[config.mk]
export PLATFORM = sky130hd
export DESIGN_NAME = trig_stretch
export DESIGN_NICKNAME = d
export VERILOG_FILES = /design/src/rtl/trig_stretch.sv
export SDC_FILE = /design/constraint.sdc
export NUM_CORES = 1
export LEC_CHECK = 0
export CAP_MARGIN = 20
export CORE_MARGIN = 3
export CORE_UTILIZATION = 30
export CTS_CLUSTER_SIZE = 12
export DETAILED_ROUTE_END_ITERATION = 8
export PLACE_DENSITY = 0.53
export RECOVER_POWER = 25
export SLEW_MARGIN = 30
export SYNTH_ARGS = -nofsm -noshare
export SYNTH_HDL_FRONTEND = slang
export SYNTH_SLANG_ARGS = --single-unit
[constraint.sdc]
create_clock -name clk -period 3.5 [get_ports clk]
set_input_delay 0.7 -clock clk [delete_from_list [all_inputs] [get_ports clk]]
set_output_delay 0.7 -clock clk [all_outputs]
set_load 0.005 [all_outputs]
[src/rtl/trig_stretch.sv]
// Trigger pulse stretcher: synchronized rising-edge detect, fixed-width output pulse, lockout, saturating counters.
// Optional retrigger-in-pulse behaviour is enabled by defining TRIG_STRETCH_RETRIG_EN.
module trig_stretch #(
  parameter int WIDTH_BITS = 8,
  parameter int CNT_BITS   = 16
) (
  input  logic                  clk,
  input  logic                  reset,
  input  logic                  sig_in,
  input  logic                  enable,
  input  logic [WIDTH_BITS-1:0] width_cfg,
  input  logic [WIDTH_BITS-1:0] lock_cfg,
  input  logic                  cnt_clr,
  output logic                  trig_out,
  output logic                  busy,
  output logic [CNT_BITS-1:0]   trig_cnt,
  output logic [CNT_BITS-1:0]   miss_cnt
);

`ifdef TRIG_STRETCH_RETRIG_EN
  localparam bit RETRIG = 1'b1;
`else
  localparam bit RETRIG = 1'b0;
`endif

  typedef enum logic [1:0] {IDLE, PULSE, LOCKOUT} state_t;

  state_t                state, state_nx;
  logic                  sync1, sync2, edge_q;
  logic                  rise, accept;
  logic [WIDTH_BITS-1:0] cnt, cnt_nx, lock_q, lock_nx, width_eff;
  logic                  trig_inc, miss_inc;
  logic                  trig_nx, busy_nx;

  // Flops preload the input level in reset so a held-high input cannot look like a fresh edge.
  always_ff @(posedge clk) begin
    if (reset) begin
      sync1  <= sig_in;
      sync2  <= sig_in;
      edge_q <= sig_in;
    end else begin
      sync1  <= sig_in;
      sync2  <= sync1;
      edge_q <= sync2;
    end
  end

  assign rise      = sync2 & ~edge_q;
  assign accept    = rise & enable;
  assign width_eff = (width_cfg == '0) ? WIDTH_BITS'(1) : width_cfg;

  always_ff @(posedge clk) begin
    if (reset) begin
      state  <= IDLE;
      cnt    <= '0;
      lock_q <= '0;
    end else begin
      state  <= state_nx;
      cnt    <= cnt_nx;
      lock_q <= lock_nx;
    end
  end

  always_comb begin
    state_nx = state;
    cnt_nx   = cnt;
    lock_nx  = lock_q;
    trig_inc = 1'b0;
    miss_inc = 1'b0;
    case (state)
      IDLE: begin
        if (accept) begin
          state_nx = PULSE;
          cnt_nx   = width_eff;
          lock_nx  = lock_cfg;
          trig_inc = 1'b1;
        end
      end
      PULSE: begin
        if (RETRIG && accept) begin
          cnt_nx   = width_eff;
          trig_inc = 1'b1;
        end else begin
          miss_inc = accept;
          if (cnt <= WIDTH_BITS'(1)) begin
            state_nx = (lock_q != '0) ? LOCKOUT : IDLE;
            cnt_nx   = lock_q;
          end else begin
            cnt_nx = cnt - WIDTH_BITS'(1);
          end
        end
      end
      LOCKOUT: begin
        miss_inc = accept;
        if (cnt <= WIDTH_BITS'(1)) begin
          state_nx = IDLE;
          cnt_nx   = '0;
        end else begin
          cnt_nx = cnt - WIDTH_BITS'(1);
        end
      end
      default: begin
        state_nx = IDLE;
        cnt_nx   = '0;
      end
    endcase
  end

  // Outputs are registered from the next state so they align with the state register.
  always_comb begin
    trig_nx = (state_nx == PULSE);
    busy_nx = (state_nx != IDLE);
  end

  always_ff @(posedge clk) begin
    if (reset) begin
      trig_out <= 1'b0;
      busy     <= 1'b0;
    end else begin
      trig_out <= trig_nx;
      busy     <= busy_nx;
    end
  end

  always_ff @(posedge clk) begin
    if (reset || cnt_clr) begin
      trig_cnt <= '0;
      miss_cnt <= '0;
    end else begin
      if (trig_inc && (trig_cnt != '1)) trig_cnt <= trig_cnt + CNT_BITS'(1);
      if (miss_inc && (miss_cnt != '1)) miss_cnt <= miss_cnt + CNT_BITS'(1);
    end
  end

endmodule

==> key figures, run 1 <==
Synth
  – Main synth FF type: dfxtp_1
  – FF+latch count, synth: 55
  – Sequential share of the synthesized area: 36.2%
  – Post-Syn Instances: 369
  – Yosys warning total: 0
  – Synth unique cells: 54
  – Syn nets: 398
  – Syn Area/Cell: 8.24 sq um
  – Async SR Flop Fraction: 0%
  – Mapped cell area: 3040 sq um
  – Post-synth EDFFs: 0

Cells and area
  – Fillers: 1083
  – Non-Filler Instances: 550
  – Commonest non-fill, non-tap cell in the layout: dfxtp_1
  – Area of the multi-input gates: 1810 sq um
  – Layout Area Growth over Synthesis: 24.8%
  – Design area: 3800 sq um
  – Ant diodes: 0
  – FF+latch area: 1100 sq um
  – Final core utilization: 38.7%
  – Layout cells sized above 1: 4.56%
  – Most frequent cells in the layout: dfxtp_1, nand2_1, clkdlybuf4s50_1
  – Final nets: 446

Clock network
  – Post-CTS Setup Bufs: 0
  – CTS tree: yes
  – Clock slew at reported path FFs: 0.10 ns
  – Hold_buf cts: 0
  – CTS Sinks: 55
  – TritonCTS Buffers: 5
  – Resized Gates After CTS: 0
  – CTS root buffer: clkbuf_8
  – H-tree Lvls: 2
  – Max Root-Sink Buffers: 2
  – Clk Latency, worst-skew pair: 0.30 ns

Worst setup path
  – CP Max Fanout: 14
  – Crit Path Class: reg -> reg
  – Crit-path cells: inv_1 > ha_1 > and4b_1 > buf_4 > nand3_1 > or4_1 > a21oi_1
  – Max incr delay on CP: 0.55 ns
  – RR Startpoint: state[1]
  – Required time worst endpoint: 3.74 ns
  – CP Launch Type: register
  – Worst setup EP type: register
  – Data arrival, critical path: 2.71 ns
  – Crit path launch: state[1]
  – Slowest stage cell, crit path: or4_1

Drt
  – DRC violations left: 0
  – DRT Wirelength: 8190 um
  – Initial DRC Count: 122
  – Pre-Repair DR Iteration Count: 4
  – Vias: 2954
  – Vias per cell: 5.37
  – Drt wl/cell: 14.9 um
  – DRT antenna net count: 0

STA
  – Slew HR: 46.0%
  – Final setup viols: 0
  – Post-route setup slack: 1.02 ns
  – Final hold vios: 0
  – Fin crit share: 70.7%
  – F_max: 0.404 GHz
  – Slew @ Worst Pin: 0.800 ns
  – Max Transition Viols Final: 0
  – TNS Setup: 0 ns
  – RSZ-0062 raised after global routing: false
  – Final setup skew: 0.00645 ns
  – Shortest period the worst path allows: 2.48 ns

Power and ir drop
  – Max IR drop VDD: 154 uV
  – PwrDens: 375 nW/um^2
  – Lkg Pwr: 1.28 nW

Placed design
  – Gpl congestion: 0.831
  – Dpl cells: 543
  – Setup WS pre-CTS: 0.902 ns
  – Area after DPL: 3710 sq um
  – Dpl hpwl: 6000 um
  – Port bufs: 54

Global route
  – Largest net degree at the start of global routing: 18
  – First-pass GRT wire length: 13700 um
  – Total gr overflow: 0
  – All-Layer GR Usage: 14.6%
  – Initial antenna violation count: 0
  – Vias in the first global route: 2794

Die
  – Io pins: 55
  – Site Rows: 36
  – Initial Utilization: 31.0%
  – Chip height: 107 um
  – DIE WIDTH: 107 um
  – Placeable Area: 9820 sq um
  – Die area: 11400 sq um

Status
  – Outcome: finished, final reports clean

Worst hold path
  – Worst Hold Launch: sync1
  – Worst hold-check path type: reg -> reg

Flow run
  – Max cap viols: 0
==> synthesized netlist by cell type (5+ instances only) <==
library cell / n / area share, %
dfxtp_1: 55 / 36
nand2_1: 53 / 6.5
a21oi_1: 27 / 4.4
inv_1: 17 / 2.1
nand3_1: 16 / 2.6
o21ai_0: 16 / 2.6
clkbuf_1: 14 / 1.7
or4_1: 13 / 3.2
mux2i_1: 12 / 3.9
or3_1: 11 / 2.3
nor2_1: 9 / 1.1
ha_1: 8 / 3.3
o31ai_1: 8 / 2.0
a211oi_1: 7 / 1.7
and4_1: 7 / 2.0
and2_1: 6 / 1.2
nor3_1: 6 / 0.99
o21a_1: 6 / 1.5
a21o_1: 5 / 1.2
and3_1: 5 / 1.0
nand4_1: 5 / 1.0
==> metal layers <==
layer / part of all wire [%] / up-vias / GRT usage (%)
met2: 47 / 74 / 22.8
met1: 48 / 1376 / 20.8
li1: - / 1498 / -
met4: 0.73 / 0 / 3.93
met5: 0 / - / 0
met3: 4.9 / 6 / 2.47
==> critical path: cells and delay by family, from the launching register on <==
kind | cells | cell delay (ns)
compound gates | 1 | 0.15
fa+ha+maj | 1 | 0.50
buf+inv | 2 | 0.33
flops | 1 | 0.35
simple gates | 3 | 1.06
==> registers in the layout, indices dropped and copies added (netlist names) <==
signal,flops
state,2
trig_cnt,16
sync1,1
sync2,1
cnt,8
trig_out,1
edge_q,1
lock_q,8
miss_cnt,16
busy,1
==> path summary, 6_finish.rpt <==
| kind | endpoint | slack, ns | depth (start not counted) |
|---|---|---|---|
| max | trig_cnt[7] | 1.02 | 7 |
| min | sync2 | 0.44 | 2 |
| max reg2reg | trig_cnt[7] | 1.02 | 7 |
| min reg2reg | sync2 | 0.44 | 2 |
==> power by group <==
group | leakage, nW | total [W] | internal, W | switching, W
registers | 0.446 | 0.000695 | 0.000658 | 0.0000375
clock network | 0.0470 | 0.000363 | 0.000156 | 0.000207
logic | 0.784 | 0.000366 | 0.000159 | 0.000208
==> stage by stage <==
stage               power (W)  hold slack (ns)
detailed placement    0.00108            0.430
CTS                   0.00145            0.448
global route          0.00152            0.506
finish                0.00142            0.435
floorplan            0.000967            0.415
global placement      0.00107            0.416
==> final cells by class <==
cell class / count / share of cell area, %
multi-input combinational: 280 / 47.7
sequential: 55 / 29.0
timing repair buffer: 58 / 14.9
tap: 133 / 4.38
clock buffer: 6 / 2.18
inverter: 17 / 1.68
clock inverter: 1 / 0.132
==> kinds of logic after synthesis <==
logic type                 after synthesis  share of synthesized area (%)
xor gates and xnor gates                 2                          0.576
and+or+nand+nor                        150                           26.9
buffers and inverters                   34                           4.28
AOI/OAI and AO/OA                      108                           24.8
adders and majority gates                8                           3.29
muxes                                   12                           3.95
DFF                                     55                           36.2
Note: power is estimated with default switching activity, not from simulation.
==> run 2, diff against run 1 <==
- clock period: 3.5 -> 2.3 ns (I/O delays scaled with it)
==> key figures, run 2 (synthesis gave the netlist of run 1 again) <==
Status
  – Outcome: finished, final reports clean

Worst setup path
  – Crit path launch: reset
  – CP Max Fanout: 18
  – RR Startpoint: state[1]
  – Crit Path Class: in -> reg
  – CP Launch Type: input pin
  – Slowest stage cell, crit path: dlygate4sd3_1
  – Worst setup EP type: register
  – Max incr delay on CP: 0.71 ns
  – Crit-path cells: dlygate4sd3_1 > clkbuf_1 > nor2_1 > buf_4 > o311ai_0 > o41ai_1
  – Data arrival, critical path: 2.33 ns
  – Required time worst endpoint: 2.48 ns

Clock network
  – Resized Gates After CTS: 0
  – Clk Latency, worst-skew pair: 0.31 ns
  – Clock slew at reported path FFs: 0.10 ns
  – TritonCTS Buffers: 5
  – Post-CTS Setup Bufs: 0
  – Hold_buf cts: 0
  – CTS Sinks: 55
  – Max Root-Sink Buffers: 2
  – H-tree Lvls: 2
  – CTS root buffer: clkbuf_8
  – CTS tree: yes

Die
  – Initial Utilization: 31.0%
  – Placeable Area: 9820 sq um
  – Chip height: 107 um
  – Io pins: 55
  – DIE WIDTH: 107 um
  – Site Rows: 36
  – Die area: 11400 sq um

Cells and area
  – Fillers: 1051
  – Most frequent cells in the layout: dfxtp_1, nand2_1, clkdlybuf4s50_1
  – Commonest non-fill, non-tap cell in the layout: dfxtp_1
  – Non-Filler Instances: 568
  – Top Registers: miss_cnt (16), trig_cnt (16)
  – Ant diodes: 0
  – Area of the multi-input gates: 1810 sq um
  – Design area: 3930 sq um
  – Layout cells sized above 1: 8.51%
  – FF+latch area: 1100 sq um
  – Layout Area Growth over Synthesis: 29.2%
  – Final nets: 464

STA
  – Final setup skew: 0.0110 ns
  – Shortest period the worst path allows: 2.15 ns
  – F_max: 0.464 GHz
  – Slew HR: 54.4%
  – RSZ-0062 raised after global routing: false
  – Slew @ Worst Pin: 0.684 ns
  – Max Transition Viols Final: 0
  – Fin crit share: 93.6%
  – TNS Setup: 0 ns
  – Final setup viols: 0
  – Final hold vios: 0

Drt
  – DRC violations left: 0
  – DRT Wirelength: 8660 um
  – DRT antenna net count: 0
  – Drt wl/cell: 15.2 um
  – Pre-Repair DR Iteration Count: 4
  – Vias: 3087
  – Vias per cell: 5.43
  – Initial DRC Count: 92

Flow run
  – Max cap viols: 0

Power and ir drop
  – PwrDens: 575 nW/um^2
  – Lkg Pwr: 1.37 nW
  – Max IR drop VDD: 243 uV

Global route
  – Vias in the first global route: 3024
  – Total gr overflow: 0
  – Initial antenna violation count: 0
  – Largest net degree at the start of global routing: 19
  – First-pass GRT wire length: 14500 um
  – All-Layer GR Usage: 15.3%

Placed design
  – Dpl hpwl: 6430 um
  – Port bufs: 54
  – Gpl congestion: 0.823
  – Dpl cells: 561
  – Area after DPL: 3850 sq um

Worst hold path
  – Worst hold-check path type: reg -> reg
  – Worst Hold Launch: sync1
-- run 2: cell types whose count changed in the layout (fill, tap and decap cells not counted) --
cell,previous run,this run
dlygate4sd3_1,10,13
buf_4,3,21
o311ai_0,3,4
clkdlybuf4s50_1,44,41
o311ai_1,1,0
-- run 2: final cells by class --
type / instances / area share, %
repair buffers: 76 / 17.9
multi-input cells: 280 / 46.1
clock inverters: 1 / 0.127
clock buffers: 6 / 2.10
flip-flops and latches: 55 / 28.0
inverters: 17 / 1.62
well taps: 133 / 4.23
-- run 2: path summary, 6_finish.rpt --
| kind | end | slack [ns] | cells after the start |
|---|---|---|---|
| max | miss_cnt[10] | 0.15 | 6 |
| min | sync2 | 0.44 | 2 |
| max reg2reg | miss_cnt[12] | 0.15 | 7 |
| min reg2reg | sync2 | 0.44 | 2 |
-- run 2: worst max-delay path, delay by kind of cell --
family	cells	cell delay, ns
and+or+nand+nor	1	0.13
buffers and inverters	3	1.50
AOI/OAI and AO/OA	2	0.23
-- run 2: metal layers --
metal  share of wire, %  vias to the layer above  GRT usage (%)
met5                  0                        -              0
met4                1.5                        0           5.02
met3                4.4                       15           3.19
met2                 45                       67           24.1
met1                 49                     1475           20.9
li1                   -                     1530              -
-- run 2: metrics by stage --
| stage | utilization, % | hold slack [ns] | total power, W | worst slack, ns |
|---|---|---|---|---|
| 4_1_cts | 40.1 | 0.444 | 0.00228 | 0.179 |
| 5_1_grt | 40.0 | 0.455 | 0.00239 | 0.00409 |
| 3_5_place_dp | 39.2 | 0.434 | 0.00170 | 0.0257 |
| 3_3_place_gp | 39.2 | 0.418 | 0.00170 | 0.0677 |
| 6_report | 40.0 | 0.436 | 0.00226 | 0.146 |
| 2_1_floorplan | - | 0.415 | 0.00147 | 0.392 |
-- run 2: where the power goes --
part	switching, W	total [W]	internal (W)	leakage [nW]
logic	0.000352	0.000638	0.000286	0.879
clock network	0.000330	0.000568	0.000238	0.0470
registers	0.0000528	0.00105	0.00100	0.446
total	0.000735	0.00226	0.00153	1.37
